<file path="config.mk">
export PLATFORM = sky130hd
export DESIGN_NAME = bist_range_adr_gen
export DESIGN_NICKNAME = d
export VERILOG_FILES = /design/src/rtl/bist_pkg.sv /design/src/rtl/bist_adr_step.sv /design/src/rtl/bist_range_adr_gen.sv
export SDC_FILE = /design/constraint.sdc
export NUM_CORES = 1
export LEC_CHECK = 0
export ABC_AREA = 0
export BUFFER_PORTS_ARGS = -buffer_cell sky130_fd_sc_hd__buf_4
export CORE_ASPECT_RATIO = 1.1
export CORE_MARGIN = 2
export CORE_UTILIZATION = 33
export DETAILED_ROUTE_END_ITERATION = 8
export GPL_TIMING_DRIVEN = 0
export PLACE_DENSITY = 0.51
export SLEW_MARGIN = 20
export SYNTH_ARGS = -nofsm -noshare
export SYNTH_HDL_FRONTEND = slang
export SYNTH_SLANG_ARGS = --single-unit
</file>
<file path="constraint.sdc">
create_clock -name clk -period 3.1 [get_ports clk]
set_input_delay 0.465 -clock clk [delete_from_list [all_inputs] [get_ports clk]]
set_output_delay 0.465 -clock clk [all_outputs]
set_load 0.05 [all_outputs]
</file>
<file path="src/rtl/bist_pkg.sv">
// Shared definitions for the BIST address generator family.
package bist_pkg;

   // Default widths
   localparam int unsigned ADR_SIZE_DEF = 8;
   localparam int unsigned PASS_W_DEF   = 4;

   // Sweep FSM state encoding
   typedef enum logic [1:0] {
      IDLE = 2'd0,
      RUN  = 2'd1,
      DONE = 2'd2
   } state_t;

endpackage

</file>
<file path="src/rtl/bist_adr_step.sv">
// Combinational next-address and end-of-window compare for one sweep direction.
module bist_adr_step
   import bist_pkg::*;
#(
   parameter int unsigned ADR_SIZE = ADR_SIZE_DEF
) (
   input  logic [ADR_SIZE-1:0] adress,
   input  logic                dir,
   input  logic [ADR_SIZE-1:0] lo,
   input  logic [ADR_SIZE-1:0] hi,
   output logic [ADR_SIZE-1:0] nxt_adr,
   output logic                at_end
);

   // Ascending sweeps end at hi, descending at lo; neighbour address in sweep direction
   always_comb begin
      nxt_adr = dir ? (adress + ADR_SIZE'(1)) : (adress - ADR_SIZE'(1));
      at_end  = (adress == (dir ? hi : lo));
   end

endmodule

</file>
<file path="src/rtl/bist_range_adr_gen.sv">
// Programmable-window, multi-pass BIST address generator with optional ping-pong.
module bist_range_adr_gen
   import bist_pkg::*;
#(
   parameter int unsigned ADR_SIZE = ADR_SIZE_DEF,
   parameter int unsigned PASS_W   = PASS_W_DEF
) (
   input  logic                clk,
   input  logic                rst_adr,
   input  logic                start,
   input  logic [ADR_SIZE-1:0] lo_adr,
   input  logic [ADR_SIZE-1:0] hi_adr,
   input  logic                up_down,
   input  logic [PASS_W-1:0]   passes,
   input  logic                alt,
   input  logic                step,
   output logic [ADR_SIZE-1:0] adress,
   output logic                pass_end,
   output logic                last,
   output logic                busy,
   output logic                done,
   output logic                err
);

   state_t              state, state_n;
   logic [PASS_W-1:0]   pass_cnt, pass_cnt_n;
   logic                dir, dir_n;
   logic [ADR_SIZE-1:0] lo, lo_n;
   logic [ADR_SIZE-1:0] hi, hi_n;
   logic [PASS_W-1:0]   npass, npass_n;
   logic                alt_r, alt_r_n;
   logic [ADR_SIZE-1:0] adress_n;
   logic                done_n, err_n;
   logic [ADR_SIZE-1:0] nxt_adr;
   logic                at_end;
   logic                final_pass;

   bist_adr_step #(
      .ADR_SIZE(ADR_SIZE)
   ) u_step (
      .adress (adress),
      .dir    (dir),
      .lo     (lo),
      .hi     (hi),
      .nxt_adr(nxt_adr),
      .at_end (at_end)
   );

   // Status flags decoded from registered state only
   always_comb begin
      final_pass = (pass_cnt == (npass - PASS_W'(1)));
      busy       = (state == RUN);
      pass_end   = busy && at_end;
      last       = pass_end && final_pass;
   end

   // Next-state, address and pass-counter logic; start overrides step in every state
   always_comb begin
      state_n    = state;
      adress_n   = adress;
      pass_cnt_n = pass_cnt;
      dir_n      = dir;
      lo_n       = lo;
      hi_n       = hi;
      npass_n    = npass;
      alt_r_n    = alt_r;
      done_n     = done;
      err_n      = err;

      if (start) begin
         lo_n    = lo_adr;
         hi_n    = hi_adr;
         npass_n = passes;
         alt_r_n = alt;
         done_n  = 1'b0;
         err_n   = 1'b0;
         if ((lo_adr > hi_adr) || (passes == '0)) begin
            state_n = DONE;
            err_n   = 1'b1;
         end else begin
            state_n    = RUN;
            adress_n   = up_down ? lo_adr : hi_adr;
            pass_cnt_n = '0;
            dir_n      = up_down;
         end
      end else if ((state == RUN) && step) begin
         if (!at_end) begin
            adress_n = nxt_adr;
         end else if (final_pass) begin
            state_n = DONE;
            done_n  = 1'b1;
         end else begin
            pass_cnt_n = pass_cnt + PASS_W'(1);
            // Ping-pong: the end address doubles as the first address of the next pass
            if (alt_r) begin
               dir_n = ~dir;
            end else begin
               adress_n = dir ? lo : hi;
            end
         end
      end
   end

   // State register with synchronous reset
   always_ff @(posedge clk) begin
      if (rst_adr) begin
         state    <= IDLE;
         adress   <= '0;
         pass_cnt <= '0;
         dir      <= 1'b1;
         lo       <= '0;
         hi       <= '0;
         npass    <= '0;
         alt_r    <= 1'b0;
         done     <= 1'b0;
         err      <= 1'b0;
      end else begin
         state    <= state_n;
         adress   <= adress_n;
         pass_cnt <= pass_cnt_n;
         dir      <= dir_n;
         lo       <= lo_n;
         hi       <= hi_n;
         npass    <= npass_n;
         alt_r    <= alt_r_n;
         done     <= done_n;
         err      <= err_n;
      end
   end

endmodule

</file>
==> impl_metrics.env, run 1 <==
export IMPL_p_leak_nw=1.376
export IMPL_fin_crit_sh=0.9323
export IMPL_drc_errors=0
export IMPL_yosysMostFrequentCell="dfxtp_1"
export IMPL_drt_met1_wl_mm=3.370
export IMPL_avgSynthCellArea_sq_um=8.724
export IMPL_synth_area_top_cells="dfxtp_1 (30%), mux2i_1 (14%), ha_1 (7.8%)"
export IMPL_cts_tree="yes"
export IMPL_avgRoutedWirePerCell_um=16.02
export IMPL_hp_start="rst_adr"
export IMPL_syn_area_sq_um=2565
export IMPL_dieArea_sq_um=8495
export IMPL_rsz0062_at_grt="false"
export IMPL_fin_skew_ns=0.006379
export IMPL_drive_gt1_frac=0.1681
export IMPL_relSlewSlack=0.4612
export IMPL_clock_latency_ns=0.29
export IMPL_yosysUniqueCellTypes=48
export IMPL_avgViaCountPerCell=5.227
export IMPL_dpl_hpwl_mm=5.614
export IMPL_clock_root_buffer="clkbuf_8"
export IMPL_worstSetupStartpointType="flip-flop"
export IMPL_tns_ns=0
export IMPL_cts_buffer_depth=2
export IMPL_multi_input_area_sq_um=1710
export IMPL_cts_buffers=5
export IMPL_final_hold_viol_count=0
export IMPL_dr_wl_met3_um=370
export IMPL_synth_nets=337
export IMPL_hold_path_class="in2reg"
export IMPL_crit_start="dir"
export IMPL_worstPathArrival_ns=2.43
export IMPL_die_x_um=88.06
export IMPL_rows=33
export IMPL_required_ns=2.63
export IMPL_fin_area_sq_um=3085
export IMPL_p_per_area_nw_per_um2=465.3
export IMPL_seq_area_sq_um=760.7
export IMPL_synthTopCellsByCount="dfxtp_1 (38), mux2i_1 (36), nor2_1 (27), a21oi_1 (26), nand2_1 (20)"
export IMPL_synth_seq_cells=38
export IMPL_grt_pass1_wl_mm=11.59
export IMPL_synth_edff_count=0
export IMPL_grt_pass1_vias=2283
export IMPL_drt_iter0_markers=65
export IMPL_final_max_slew_viol_count=0
export IMPL_synthArstFlopShare=0
export IMPL_fillers=820
export IMPL_outcome="finished, final reports clean"
export IMPL_max_freq_mhz=346.0
export IMPL_grtUsageTotal=0.1781
export IMPL_antenna_found_initial=0
export IMPL_cts_num_sinks=38
export IMPL_synth_top_cell_area_share=0.2966
export IMPL_fin_crit_ns=2.890
export IMPL_worst_pin_slew_ns=0.7995
export IMPL_gp_congestion=0.7954
export IMPL_ys_seq_area_frac=0.2966
export IMPL_ant_nets=0
export IMPL_drv_cap=0
export IMPL_port_buffers=37
export IMPL_ctsHoldBuffers=0
export IMPL_drt_total_wl_mm=7.113
export IMPL_reg2reg_from="dir"
export IMPL_synth_ff_type="dfxtp_1"
export IMPL_yosysTopAreaCell="dfxtp_1"
export IMPL_vdd_drop_max_v=0.0001823
export IMPL_ios=39
export IMPL_dr_pass1_iters=4
export IMPL_final_nets=381
export IMPL_path_class="reg2out"
export IMPL_grt_max_degree=12
export IMPL_top_layer="met4"
export IMPL_timing_hold_ws_ns=0.3738
export IMPL_core_sq_um=7515
export IMPL_syn_to_final_growth_pct=20.29
export IMPL_htreeDepth=2
export IMPL_final_cells=444
export IMPL_finalSetupViolCount=0
export IMPL_ys_warn_count=0
export IMPL_postSynthCellCount=294
export IMPL_placed_cell_area_sq_um=2987
export IMPL_dpl_cell_count=436
export IMPL_start_util=0.3413
export IMPL_power_total_mw=1.436
export IMPL_cp_max_fo=10
export IMPL_vias=2321
export IMPL_overflow=0
export IMPL_critPathCaptureType="output port"
export IMPL_diodes=0
export IMPL_clk_pin_slew_ns=0.08
export IMPL_dr_wl_met2_mm=3.247
export IMPL_die_h_um=96.47
## through the flow
step,worst slack [ns],utilization
after floorplan,0.1455,-
after global placement,-0.05944,0.3958
after detailed placement,-0.01544,0.3974
after CTS,0.05724,0.4104
after global routing,0.0001406,0.4106
final,0.2099,0.4106
## flip-flops by register name, summed over array words and instances, names as in the netlist
signal / cells
state: 2
alt_r: 1
npass: 4
lo: 8
adress: 8
dir: 1
hi: 8
done: 1
pass_cnt: 4
err: 1
## cells in the final DEF, fill, tap and decap left out, types with 9 or more instances in the layout
cell,count
a21oi_1,26
buf_4,37
clkbuf_1,9
dfxtp_1,38
ha_1,16
inv_1,15
mux2i_1,36
nand2_1,20
nor2_1,27
o211ai_1,10
o21ai_0,11
xnor2_1,14
## power by group
group	internal [mW]	switching, mW
logic	0.207	0.302
clock network	0.180	0.185
registers	0.523	0.0396
## path summary, 6_finish.rpt
kind / to / slack [ns] / cells after the start
max: last / 0.21 / 7
min reg2reg: state[1] / 0.46 / 2
max reg2reg: adress[6] / 0.28 / 8
min: adress[0] / 0.37 / 2
## per-layer routing
metal,up-vias,GRT usage
met5,-,0
met4,0,0.06187
met3,13,0.02889
met2,54,0.2904
met1,1089,0.2390
li1,1165,-
## cell type report
class,instances,area share
multi-input cells,228,0.5543
flip-flops and latches,38,0.2466
repair buffers,37,0.09002
well taps,105,0.04258
clock buffers,7,0.02798
plain buffers,13,0.01865
inverters,15,0.01825
clock inverters,1,0.001622
## critical path, stage by stage, from the launching register on
cell and delay (ns):
dfxtp_1 0.37, buf_6 0.18, mux2i_1 0.24, xnor2_1 0.15, nor4_4 0.60, and3_1 0.27
and2_1 0.12, buf_4 0.19
## cells by family (layout without fill, tap and decap cells)
family,Yosys count,count (layout),share of synthesized area
compound gates,75,75,0.1956
xor+xnor,20,20,0.06829
fa+ha+maj,17,17,0.08585
buf+inv,28,73,0.04390
flops,38,38,0.2966
mux,38,38,0.1493
simple gates,78,78,0.1605
## timing repair
action                                  CTS  global route
endpoints found under the setup margin    3             5
resized for setup                         1             1
pin swaps                                 0             1
setup buffers                             0             0
Power figures use the tool's default switching activity.
==> run 2: changes to the inputs <==
--- a/config.mk
+++ b/config.mk
@@ -5,14 +5,14 @@
 export SDC_FILE = /design/constraint.sdc
 export NUM_CORES = 1
 export LEC_CHECK = 0
-export ABC_AREA = 0
+export ABC_AREA = 1
 export BUFFER_PORTS_ARGS = -buffer_cell sky130_fd_sc_hd__buf_4
 export CORE_ASPECT_RATIO = 1.1
 export CORE_MARGIN = 2
-export CORE_UTILIZATION = 33
+export CORE_UTILIZATION = 50
 export DETAILED_ROUTE_END_ITERATION = 8
 export GPL_TIMING_DRIVEN = 0
-export PLACE_DENSITY = 0.51
+export PLACE_DENSITY = 0.71
 export SLEW_MARGIN = 20
 export SYNTH_ARGS = -nofsm -noshare
 export SYNTH_HDL_FRONTEND = slang
==> run 2 against run 1 <==
Against the previous run:
- clock power barely moved
- worst setup slack improved by 0.27 ns
- register-to-register slack improved by 0.78 ns
- combinational power rose by 4.3%
- first-iteration DRC count rose by 140%
- routed wire length rose by 4.0%
- final cell count rose by 25%
- sequential share of layout area fell by 1.1 points
- clock skew rose by 0.0069 ns
- sequential power barely moved
- total power rose by 1.5%
- via count rose by 23%
==> impl_metrics.env, run 2 <==
export IMPL_p_leak_nw=1.686
export IMPL_start_util=0.5156
export IMPL_cp_max_fo=16
export IMPL_synth_top_cell_area_share=0.2752
export IMPL_cts_buffers=5
export IMPL_worst_pin_slew_ns=0.6267
export IMPL_port_buffers=37
export IMPL_fillers=553
export IMPL_clock_root_buffer="clkbuf_8"
export IMPL_fin_crit_ns=2.617
export IMPL_drt_total_wl_mm=7.398
export IMPL_p_per_area_nw_per_um2=451.5
export IMPL_drive_gt1_frac=0.1464
export IMPL_ys_warn_count=0
export IMPL_cts_num_sinks=38
export IMPL_tns_ns=0
export IMPL_final_max_slew_viol_count=0
export IMPL_syn_area_sq_um=2764
export IMPL_avgSynthCellArea_sq_um=6.383
export IMPL_clock_latency_ns=0.29
export IMPL_rows=28
export IMPL_syn_to_final_growth_pct=16.75
export IMPL_cts_buffer_depth=2
export IMPL_cts_resized=0
export IMPL_synth_seq_cells=38
export IMPL_multi_input_area_sq_um=1708
export IMPL_cts_setup_buffers=0
export IMPL_power_total_mw=1.457
export IMPL_ios=39
export IMPL_vias=2859
export IMPL_rsz0062_at_grt="false"
export IMPL_final_common_cell="nand2_1"
export IMPL_final_nets=520
export IMPL_diodes=0
export IMPL_synth_ff_type="dfxtp_1"
export IMPL_fin_crit_sh=0.8443
export IMPL_critPathCaptureType="output port"
export IMPL_drv_cap=0
export IMPL_die_h_um=81.98
export IMPL_synth_edff_count=0
export IMPL_synthArstFlopShare=0
export IMPL_grt_pass1_wl_mm=12.44
export IMPL_ys_seq_area_frac=0.2752
export IMPL_worstPathArrival_ns=2.15
export IMPL_max_freq_mhz=382.1
export IMPL_dr_pass1_iters=4
export IMPL_avgViaCountPerCell=5.170
export IMPL_yosysMostFrequentCell="nand2_1"
export IMPL_fin_skew_ns=0.01330
export IMPL_die_x_um=74.89
export IMPL_cts_tree="yes"
export IMPL_overflow=0
export IMPL_drt_iter0_markers=156
export IMPL_drc_errors=0
export IMPL_seq_area_sq_um=760.7
export IMPL_grtUsageTotal=0.2679
export IMPL_ant_nets=0
export IMPL_postSynthCellCount=433
export IMPL_dieArea_sq_um=6139
export IMPL_reg_largest_list="adress: 8 flops, hi: 8 flops, lo: 8 flops"
export IMPL_avgRoutedWirePerCell_um=13.38
export IMPL_relSlewSlack=0.5822
export IMPL_finalSetupViolCount=0
export IMPL_dpl_hpwl_mm=5.746
export IMPL_final_cell_mix="nand2_1 (127), inv_1 (49), nor2_1 (39), buf_4 (38), dfxtp_1 (38)"
export IMPL_grt_pass1_vias=2674
export IMPL_htreeDepth=2
export IMPL_outcome="finished, final reports clean"
export IMPL_grt_max_degree=17
export IMPL_gp_congestion=0.8647
export IMPL_vdd_drop_max_v=0.0003107
export IMPL_synth_nets=476
export IMPL_yosysUniqueCellTypes=33
export IMPL_antenna_found_initial=0
export IMPL_clk_pin_slew_ns=0.08
export IMPL_final_hold_viol_count=0
export IMPL_path_class="reg2out"
export IMPL_ctsHoldBuffers=0
export IMPL_yosysTopAreaCell="dfxtp_1"
export IMPL_required_ns=2.63
export IMPL_worstSetupStartpointType="flip-flop"
export IMPL_core_sq_um=5360
export IMPL_synthTopCellsByCount="nand2_1 (127), inv_1 (49), nor2_1 (39), dfxtp_1 (38), nand3_1 (35)"
export IMPL_hold_path_class="in2reg"
export IMPL_synth_area_top_cells="dfxtp_1 (28%), nand2_1 (17%), ha_1 (7.2%)"
-- run 2: critical path, stage by stage, from the launching register on --
cell,delay [ns]
dfxtp_1,0.32
buf_6,0.14
inv_4,0.06
buf_8,0.16
nand2_2,0.07
nand2_1,0.07
nand2_1,0.05
nand2_1,0.06
nand2_2,0.06
nor2_4,0.23
nand2_4,0.12
buf_6,0.17
nor3_4,0.12
buf_4,0.22
-- run 2: cells by family after synthesis --
family                     synth area share
and+or+nand+nor                      0.3748
AOI/OAI and AO/OA                    0.1317
buffers and inverters                0.1068
DFF                                  0.2752
adders and majority gates           0.07967
xor gates and xnor gates            0.03169
-- run 2: through the flow --
stage | hold slack [ns] | setup WS [ns] | utilization | area (sq um) | cells
6_report | 0.3898 | 0.4828 | 0.6020 | 3227 | 553
5_1_grt | 0.3930 | 0.3192 | 0.6020 | 3227 | 553
4_1_cts | 0.3786 | 0.4757 | 0.6020 | 3227 | 553
3_5_place_dp | 0.4422 | 0.8104 | 0.5850 | 3136 | 545
3_3_place_gp | 0.4391 | 0.8300 | 0.5850 | 3136 | 545
2_1_floorplan | 0.4277 | 0.5733 | - | 2764 | 433
-- run 2: cell type report --
| type | instances | area share |
|---|---|---|
| plain buffers | 16 | 0.03102 |
| flip-flops and latches | 38 | 0.2358 |
| multi-input cells | 328 | 0.5293 |
| clock buffers | 7 | 0.02675 |
| inverters | 51 | 0.06049 |
| well taps | 75 | 0.02908 |
| clock inverters | 1 | 0.001551 |
| repair buffers | 37 | 0.08608 |
-- run 2: final timing paths --
kind / to / cells after the start / slack [ns] / start
min: hi[7] / 2 / 0.39 / rst_adr
max reg2reg: adress[7] / 12 / 1.06 / dir
max: last / 13 / 0.48 / dir
min reg2reg: state[1] / 2 / 0.45 / state[1]
-- run 2: routing by layer --
| layer | share of wire | vias to the layer above | routed length, um | GRT usage |
|---|---|---|---|---|
| met5 | 0 | - | 0 | 0 |
| met4 | 0.021 | 0 | 152 | 0.1179 |
| met3 | 0.030 | 12 | 221 | 0.03804 |
| met2 | 0.49 | 60 | 3609 | 0.4456 |
| met1 | 0.46 | 1300 | 3414 | 0.3411 |
| li1 | - | 1487 | - | - |
-- run 2: power breakdown --
group	switching, mW	internal [mW]	leakage (nW)
Clock	0.184	0.180	0.0482
Sequential	0.0349	0.527	0.314
Combinational	0.343	0.188	1.32
Total	0.562	0.895	1.69
==> run 3: changes to the inputs <==
--- a/config.mk
+++ b/config.mk
@@ -12,7 +12,7 @@
 export CORE_UTILIZATION = 50
 export DETAILED_ROUTE_END_ITERATION = 8
 export GPL_TIMING_DRIVEN = 0
-export PLACE_DENSITY = 0.71
+export PLACE_DENSITY = 0.74
 export SLEW_MARGIN = 20
 export SYNTH_ARGS = -nofsm -noshare
 export SYNTH_HDL_FRONTEND = slang
==> constraint.sdc (replaced) <==
create_clock -name clk -period 2.2 [get_ports clk]
set_input_delay 0.33 -clock clk [delete_from_list [all_inputs] [get_ports clk]]
set_output_delay 0.33 -clock clk [all_outputs]
set_load 0.05 [all_outputs]
==> run 3 against run 2 <==
Against the previous run:
- sequential share of layout area fell by 1.3 points
- via count grew 3.7%
- worst hold slack lost 0.11 ns
- first-iteration DRC count up 52%
- non-clock buffer count rose by 11
- clock power increased by 64%
- die area unchanged
- worst setup slack lost 0.46 ns
- global-route usage shrank 0.16 points
- largest power group is now combinational cells
- clock skew is 0.0033 ns lower
==> impl_metrics.env, run 3 (synthesis gave the netlist of run 2 again) <==
export IMPL_outcome="finished, final reports clean"
export IMPL_drt_total_wl_mm=7.699
export IMPL_core_sq_um=5360
export IMPL_final_util=0.6384
export IMPL_clkPwrFrac=0.269
export IMPL_rows=28
export IMPL_die_h_um=81.98
export IMPL_grt_pass1_wl_mm=12.39
export IMPL_cts_num_sinks=38
export IMPL_fillers=520
export IMPL_vias=2964
export IMPL_max_freq_mhz=460.3
export IMPL_cts_buffer_depth=2
export IMPL_fin_crit_ns=2.172
export IMPL_p_sw_mw=0.8155
export IMPL_intPower_mw=1.400
export IMPL_reg_largest_list="adress: 8 flops, hi: 8 flops, lo: 8 flops"
export IMPL_worst_pin_slew_ns=0.6140
export IMPL_avgViaCountPerCell=5.255
export IMPL_worstPathArrival_ns=1.84
export IMPL_final_nets=531
export IMPL_required_ns=1.87
export IMPL_p_sw_frac=0.3681
export IMPL_rsz0062_at_grt="true"
export IMPL_die_x_um=74.89
export IMPL_avgRoutedWirePerCell_um=13.65
export IMPL_path_class="reg2out"
export IMPL_final_max_slew_viol_count=0
export IMPL_p_leak_nw=1.773
export IMPL_fin_crit_sh=0.9874
export IMPL_cts_tree="yes"
export IMPL_overflow=0
export IMPL_vdd_drop_max_v=0.0004226
export IMPL_drc_errors=0
export IMPL_final_cell_mix="nand2_1 (125), inv_1 (49), buf_4 (44), nor2_1 (38), dfxtp_1 (36)"
export IMPL_finalSetupViolCount=0
export IMPL_hold_path_class="in2reg"
export IMPL_antenna_found_initial=0
export IMPL_critPathCaptureType="output port"
export IMPL_pwr_share_seq=0.358
export IMPL_port_buffers=37
export IMPL_clk_pin_slew_ns=0.08
export IMPL_relSlewSlack=0.5906
export IMPL_diodes=0
export IMPL_tns_ns=0
export IMPL_cts_buffers=5
export IMPL_grtUsageTotal=0.2663
export IMPL_syn_to_final_growth_pct=23.81
export IMPL_grt_max_degree=12
export IMPL_ant_nets=0
export IMPL_drt_iter0_markers=237
export IMPL_dpl_hpwl_mm=5.618
export IMPL_power_frac_comb=0.373
export IMPL_drive_gt1_frac=0.1800
export IMPL_clock_root_buffer="clkbuf_8"
export IMPL_dieArea_sq_um=6139
export IMPL_clock_latency_ns=0.29
export IMPL_htreeDepth=2
export IMPL_ios=39
export IMPL_worstSetupStartpointType="flip-flop"
export IMPL_gp_congestion=0.8574
export IMPL_final_hold_viol_count=0
export IMPL_start_util=0.5156
export IMPL_dr_pass1_iters=5
export IMPL_p_per_area_nw_per_um2=647.5
export IMPL_drv_cap=0
export IMPL_cp_max_fo=4
export IMPL_final_common_cell="nand2_1"
export IMPL_grt_pass1_vias=2611
export IMPL_fin_skew_ns=0.01004
==> run 3: per-layer routing <==
layer	GRT usage	vias up	wire, um
met2	0.4430	108	3840
met4	0.1161	0	171
li1	-	1504	-
met5	0	-	0
met1	0.3391	1337	3294
met3	0.03804	15	393
==> run 3: worst paths after layout <==
kind / slack, ns / cells after the start / start / end
worst max-delay path: 0.03 / 7 / npass[0] / last
worst max register to register: 0.10 / 13 / npass[0] / adress[3]
worst min-delay path: 0.28 / 3 / step / done
worst min register to register: 0.46 / 2 / state[1] / state[1]
==> run 3: through the flow <==
stage	instances	setup slack (ns)	area (sq um)	total power, mW	hold slack, ns
3_5_place_dp	545	0.03361	3138	1.548	0.4507
4_1_cts	561	0.004222	3346	2.185	0.2735
5_1_grt	564	-0.04363	3422	2.341	0.2694
6_report	564	0.02773	3422	2.216	0.2754
3_3_place_gp	545	0.05445	3138	1.535	0.4428
2_1_floorplan	433	0.03302	2766	1.348	0.4277
==> run 3: cell type report <==
cell class                 instances  area [sq um]  area share
timing repair buffer              49         416.7      0.1218
clock buffer                       7         76.32     0.02230
tap                               75         93.84     0.02742
multi-input combinational        328          1740      0.5086
sequential                        38         763.2      0.2230
clock inverter                     1         30.03    0.008775
inverter                          51         200.2     0.05850
buffer                            15         101.3     0.02962
==> run 3: power groups by stage <==
stage	registers (mW)	logic (mW)	clock network, mW
floorplan	0.872	0.476	0
CTS	0.792	0.788	0.606
global placement	0.805	0.730	0
global route	0.800	0.912	0.629
detailed placement	0.808	0.740	0
finish	0.793	0.827	0.596
==> run 3: what timing repair did <==
item	in CTS	in global routing
gates cloned	1	1
hold buffers	0	0
pin swaps	6	7
resized for setup	8	10
buffers inserted	8	2
setup endpoints to repair	2	9
==> run 3: critical path, cell delays in order, from the launching register on <==
cell     delay, ns
dfxtp_2       0.33
inv_1         0.07
ha_1          0.29
xnor2_1       0.14
a21oi_2       0.18
nand3_2       0.15
nor3_4        0.21
buf_6         0.18
